<file path="config.mk">
export PLATFORM = sky130hd
export DESIGN_NAME = instr_fetch
export DESIGN_NICKNAME = d
export VERILOG_FILES = /design/src/rtl/instr_fetch.sv
export SDC_FILE = /design/constraint.sdc
export NUM_CORES = 1
export LEC_CHECK = 0
export BUFFER_PORTS_ARGS = -buffer_cell sky130_fd_sc_hd__buf_2
export CELL_PAD_IN_SITES_DETAIL_PLACEMENT = 1
export CELL_PAD_IN_SITES_GLOBAL_PLACEMENT = 1
export CORE_MARGIN = 2
export CORE_UTILIZATION = 38
export CTS_BUF_LIST = sky130_fd_sc_hd__clkbuf_4
export DETAILED_ROUTE_END_ITERATION = 8
export HOLD_SLACK_MARGIN = 0.06
export PLACE_DENSITY_LB_ADDON = 0.1
export SYNTH_ARGS = -nofsm -noshare
export SYNTH_HDL_FRONTEND = slang
export SYNTH_SLANG_ARGS = --single-unit
</file>
<file path="constraint.sdc">
create_clock -name clk -period 3.2 [get_ports clk]
set_input_delay 0.16 -clock clk [delete_from_list [all_inputs] [get_ports clk]]
set_output_delay 0.16 -clock clk [all_outputs]
set_load 0.01 [all_outputs]
</file>
<file path="src/rtl/instr_fetch.sv">
// Instruction-fetch stage: owns the program counter, reads instruction memory
// over a req/ack handshake, and holds one instruction for decode under a
// valid/ready handshake. Branch redirects arrive with the accepting cycle, and
// a consumed HALT opcode parks the stage until reset.
module instr_fetch #(
  parameter int                ADDR_W   = 16,
  parameter int                INSTR_W  = 32,
  parameter logic [ADDR_W-1:0] RESET_PC = '0,
  parameter logic [4:0]        HALT_OP  = 5'b11111
) (
  input  logic               clk,
  input  logic               rst,
  output logic               imem_req,
  output logic [ADDR_W-1:0]  imem_addr,
  input  logic               imem_ack,
  input  logic [INSTR_W-1:0] imem_rdata,
  output logic [INSTR_W-1:0] instr,
  output logic [4:0]         opcode,
  output logic [ADDR_W-1:0]  instr_pc,
  output logic               instr_valid,
  input  logic               id_ready,
  input  logic               branch_taken,
  input  logic [ADDR_W-1:0]  branch_target,
  output logic               halted
);

  typedef enum logic [1:0] {
    FETCH  = 2'd0,
    VALID  = 2'd1,
    HALTED = 2'd2
  } state_t;

  state_t            state;
  state_t            state_next;
  logic [ADDR_W-1:0] pc;
  logic              accept;
  logic              is_halt;

  assign opcode    = instr[INSTR_W-1 -: 5];
  assign imem_addr = pc;
  assign is_halt   = (opcode == HALT_OP);
  assign accept    = (state == VALID) & id_ready;

  // State register; reset always restarts fetching from RESET_PC.
  always_ff @(posedge clk or posedge rst) begin
    if (rst) begin
      state <= FETCH;
    end else begin
      state <= state_next;
    end
  end

  // Next-state and state-decoded outputs; imem_req is masked by rst so it drops the instant reset rises.
  always_comb begin
    state_next  = state;
    imem_req    = 1'b0;
    instr_valid = 1'b0;
    halted      = 1'b0;
    case (state)
      FETCH: begin
        imem_req = ~rst;
        if (imem_ack) begin
          state_next = VALID;
        end
      end
      VALID: begin
        instr_valid = 1'b1;
        if (id_ready) begin
          state_next = is_halt ? HALTED : FETCH;
        end
      end
      HALTED: begin
        halted = 1'b1;
      end
      default: begin
        state_next = FETCH;
      end
    endcase
  end

  // PC and instruction register: latch on ack, post-increment PC, redirect on an accepted non-HALT branch.
  always_ff @(posedge clk or posedge rst) begin
    if (rst) begin
      pc       <= RESET_PC;
      instr    <= '0;
      instr_pc <= '0;
    end else if ((state == FETCH) && imem_ack) begin
      instr    <= imem_rdata;
      instr_pc <= pc;
      pc       <= pc + ADDR_W'(1);
    end else if (accept && !is_halt && branch_taken) begin
      pc <= branch_target;
    end
  end

endmodule

</file>
Word-level counts from Yosys, hierarchy flattened. Cells that the tools add are included.

Bitwise gates (word level): 3. $mul: 0. $add $sub $neg: 1. Magnitude comparators: 0. Muxes and demuxes: 9. Shifts and indexed selects: 0. Eq/ne operators: 5. Reduce and logical (&&, ||, !) cells: 7. Divide/modulo/power cells: 0.

Operators by type and width (number): $mux W16 (2); $add A16 B1 Y16 const B (1); $mux W2 (3); $pmux W2 S3 (1); $eq A5 B5 Y1 const B (1); $ne A2 B2 Y1 const B (2); $logic_and A1 B1 Y1 (3); $mux W1 (3); $reduce_and A3 Y1 (1); $eq A2 B1 Y1 const B (1); $eq A2 B2 Y1 const B (1); $logic_not A2 Y1 (1); $not A1 Y1 (2); $reduce_bool A2 Y1 (1); $and A1 B1 Y1 (1); $logic_not A1 Y1 (1).

RAM bits: 0. Bits in latches: 0. Memories: 0. Register bits after elaboration: 66. Bits of input ports: 53. Memory bits (read-only): 0.

Logic depth before layout (Yosys ltp).
Depth after elaboration: 6. Depth in mapped cells: 6. Gate-level depth less buffers: 5.

Worst setup path after synthesis. Ideal clock, no wire load.

Kind: register -> register. From: register state[1]. To: register pc[13], in the netlist imem_addr[13]. Buffers on the path: 1. Setup slack: 1578 ps. Library setup time: 87 ps. Arrival: 1535 ps. Clock period less this slack: 1622 ps. Data required time: 3113 ps. Stages on the path, launching flop included: 6. Cells stage by stage: dfrtp_1 -> or3b_1 -> buf_6 -> nor4_4 -> a311oi_1 -> a211oi_2.

Word-level cells in the longest chain between the ends: 5.

RTL lines: from (decl) (RTL line 33) `state_t state;`; from (signal assigned) (RTL line 49) `state <= state_next;`; $eq A2 B1 Y1 (RTL line 42) `assign accept = (state == VALID) & id_ready;`; $and A1 B1 Y1 (RTL line 42); $logic_and A1 B1 Y1 (2 in a row) (RTL line 91) `end else if (accept && !is_halt && branch_taken) begin`; $reduce_bool A2 Y1 (no source line); to (signal assigned) (RTL line 90) `pc <= pc + ADDR_W'(1);`; to (signal assigned) (RTL line 92) `pc <= branch_target;`; to (decl) (RTL line 35) `logic [ADDR_W-1:0] pc;`.

Parallel ways exist; a longest one is shown, timed or not. A chain may end at the register's enable or synchronous reset.

Worst setup path after layout. Ends and elaborated chain as after synthesis.

==> impl_metrics.csv <==
group,metric,value,unit
timing,finClkSkew,0.009811,ns
global_route,track_usage,0.2155,
logic_synthesis,synthFlopType,"dfrtp_1",
final_layout,fill_cells,895,
worst_hold_path,holdPathStages,3,
final_layout,antenna_cells,0,
placed_design,place_ws,0.9453,ns
detailed_routing,viasPerCell,4.825,
pwr,power.leakage,2.211,nW
logic_synthesis,syn-num-nets,377,
cts,numCtsBuffers,9,
detailed_routing,drc,0,
detailed_routing,initialDrtViolationCount,115,
global_route,grt_pass1_vias,2989,
global_route,grt_remaining_overflow,0,
timing,max_slew_margin,0.3377,
cts,clk_latency,0.39,ns
timing,hold_violations,0,
timing,min_period,2.270,ns
logic_synthesis,syn-cell-area,2915,µm²
cts,h-tree-depth,3,
final_layout,final_nets,540,
logic_synthesis,synth_area_per_cell,9.026,µm²
detailed_routing,dr.pass1.iters,4,
global_route,antenna_found_initial,0,
logic_synthesis,synth.top_cell.area_share,0.5665,
global_route,grt_max_degree,45,
floorplanning,fp-row-count,31,
placed_design,gp_congestion,0.7442,
placed_design,io_buffers,124,
worst_hold_path,hold_path.class,"primary input to flop",
floorplanning,die_y,91.59,µm
logic_synthesis,synthArstFlopShare,1.000,
cts,cts_resized,0,
logic_synthesis,synth_edf_count,0,
floorplanning,core_area,7331,µm²
logic_synthesis,ys_seq_elements,66,
logic_synthesis,synth_area_leaders,"dfrtp_1, nand2_1, a211oi_1",
final_layout,layout.cells.most_common,"nand2_1",
logic_synthesis,synth-seq-area-share,0.5665,
timing,setup_viol,0,
timing,max_slew.worst_pin.slew,0.9934,ns
final_layout,fin_cells,590,
logic_synthesis,yosysWarningCount,0,
timing,layout_setup_ws,0.9299,ns
final_layout,areaGrowthSynthToFinish,41.97,%
floorplanning,die_w,91.59,µm
cts,clockBufferDepth,2,
placed_design,placedCellCount,530,
final_layout,drive_gt1_frac,0.3136,
critical_path,worstPathMaxFanout,44,
pwr,vdd_drop_max,0.0002326,V
final_layout,final_core_util,0.5646,
timing,rsz0062_at_grt,"false",
logic_synthesis,synth_largest_area_cell,"dfrtp_1",
timing,max_freq,440.5,MHz
placed_design,hpwl,5.686,mm
flow_run,maxCapViolations,0,
critical_path,crit_type,"flop to flop",
cts,cts_num_sinks,66,
floorplanning,dieArea,8389,µm²
timing,setup_tns,0,ns
logic_synthesis,syn_inst,323,
pwr,p_per_area,643.1,nW/µm²
global_route,grt_pass1_wl,14.53,mm
logic_synthesis,yosysUniqueCellTypes,41,
detailed_routing,wl_per_cell,14.65,µm
cts,cts_root_buffer,"clkbuf_4",
critical_path,crit_path_start_kind,"flop",
status,status,"completed",
critical_path,ff2ff_path_depth,4,
cts,post_cts_buffers,0,
timing,finalCritPeriodShare,0.7094,
critical_path,endpoint_kind,"flop",
detailed_routing,vias,2847,
critical_path,cp.arrival,2.57,ns
floorplanning,ios,125,
cts,cts_tree,"built",
critical_path,required,3.50,ns
floorplanning,start_util,0.3977,
cts,clkTransAtPathRegs,0.11,ns
timing,slew_violations,0,
detailed_routing,postRouteAntennaNets,0,
detailed_routing,wl,8.646,mm
final_layout,layout_common_cells,"nand2_1, buf_2, dfrtp_1",
[path summary, 6_finish.rpt]
kind                              startpoint       endpoint  slack (ns)
setup / recovery                    state[1]  imem_addr[13]        0.93
hold / removal             branch_target[13]  imem_addr[13]        0.08
setup reg to reg                    state[1]  imem_addr[13]        0.93
hold reg to reg                  instr_pc[6]    instr_pc[6]        0.48
max in group asynchronous                rst    instr_pc[0]        1.89
min in group asynchronous                rst    instr_pc[1]        0.35
[Yosys cell counts, types with 2 or more instances]
cell	n
nand2b_1	2
o21ai_0	3
nor2_1	13
and3_1	5
a211oi_2	2
a31o_2	2
buf_4	5
nand2_1	150
buf_2	2
dfrtp_1	66
clkbuf_1	9
nand3_1	5
o211ai_1	2
a311oi_1	2
nor3_1	12
inv_1	3
buf_1	4
nand4_1	4
a211oi_1	10
[power by group]
group	switching (W)	internal, W	leakage, nW
sequential	0.000238	0.00107	0.803
combinational	0.000506	0.000395	1.34
clock	0.000283	0.000168	0.0631
[sequential cells by signal (all words and copies together), names as in the netlist]
register and flops:
state 2, instr_pc 16, instr 32, imem_addr 16
[cell families after synthesis]
logic type / count (synthesis) / share of synthesized area
buf+inv: 24 / 0.04077
flops: 66 / 0.5665
mux: 1 / 0.003434
compound gates: 29 / 0.08112
xor+xnor: 1 / 0.003005
fa+ha+maj: 1 / 0.004291
simple gates: 201 / 0.3009
[routing by layer]
metal / vias to the layer above / GRT usage / share of wire
met5: - / 0 / 0
met1: 1376 / 0.2689 / 0.43
li1: 1390 / - / -
met4: 0 / 0.07071 / 0.012
met3: 8 / 0.04481 / 0.049
met2: 73 / 0.3713 / 0.51
[stage by stage]
stage	instance area [µm²]	total power, W	hold WS, ns
after floorplan	2915	0.001789	0.2654
after global placement	3595	0.002159	0.2270
after detailed placement	3595	0.002198	0.2221
after CTS	4139	0.002700	0.06062
after global routing	4139	0.002869	0.07704
final	4139	0.002662	0.07914
[layout make-up]
class                           instances  area (µm²)  share of cell area
Sequential cell                        66        1652              0.3990
Clock buffer                           11       82.58             0.01995
Tap cell                               99       123.9             0.02993
Timing Repair Buffer                  173        1099              0.2654
Multi-Input combinational cell        233        1150              0.2778
Clock inverter                          5       21.27            0.005139
Inverter                                3       11.26            0.002721
[timing repair]
item / 4_1_cts / 5_1_grt
hold endpoints to repair: 66 / 0
endpoints found under the setup margin: 0 / 0
hold buffers: 44 / 0
[worst max-delay path, stage by stage, from the launching register on]
cell	delay, ns
dfrtp_1	0.44
or3b_2	0.87
nor4_4	0.48
a311oi_1	0.16
a211oi_2	0.21
Power figures use the tool's default switching activity.
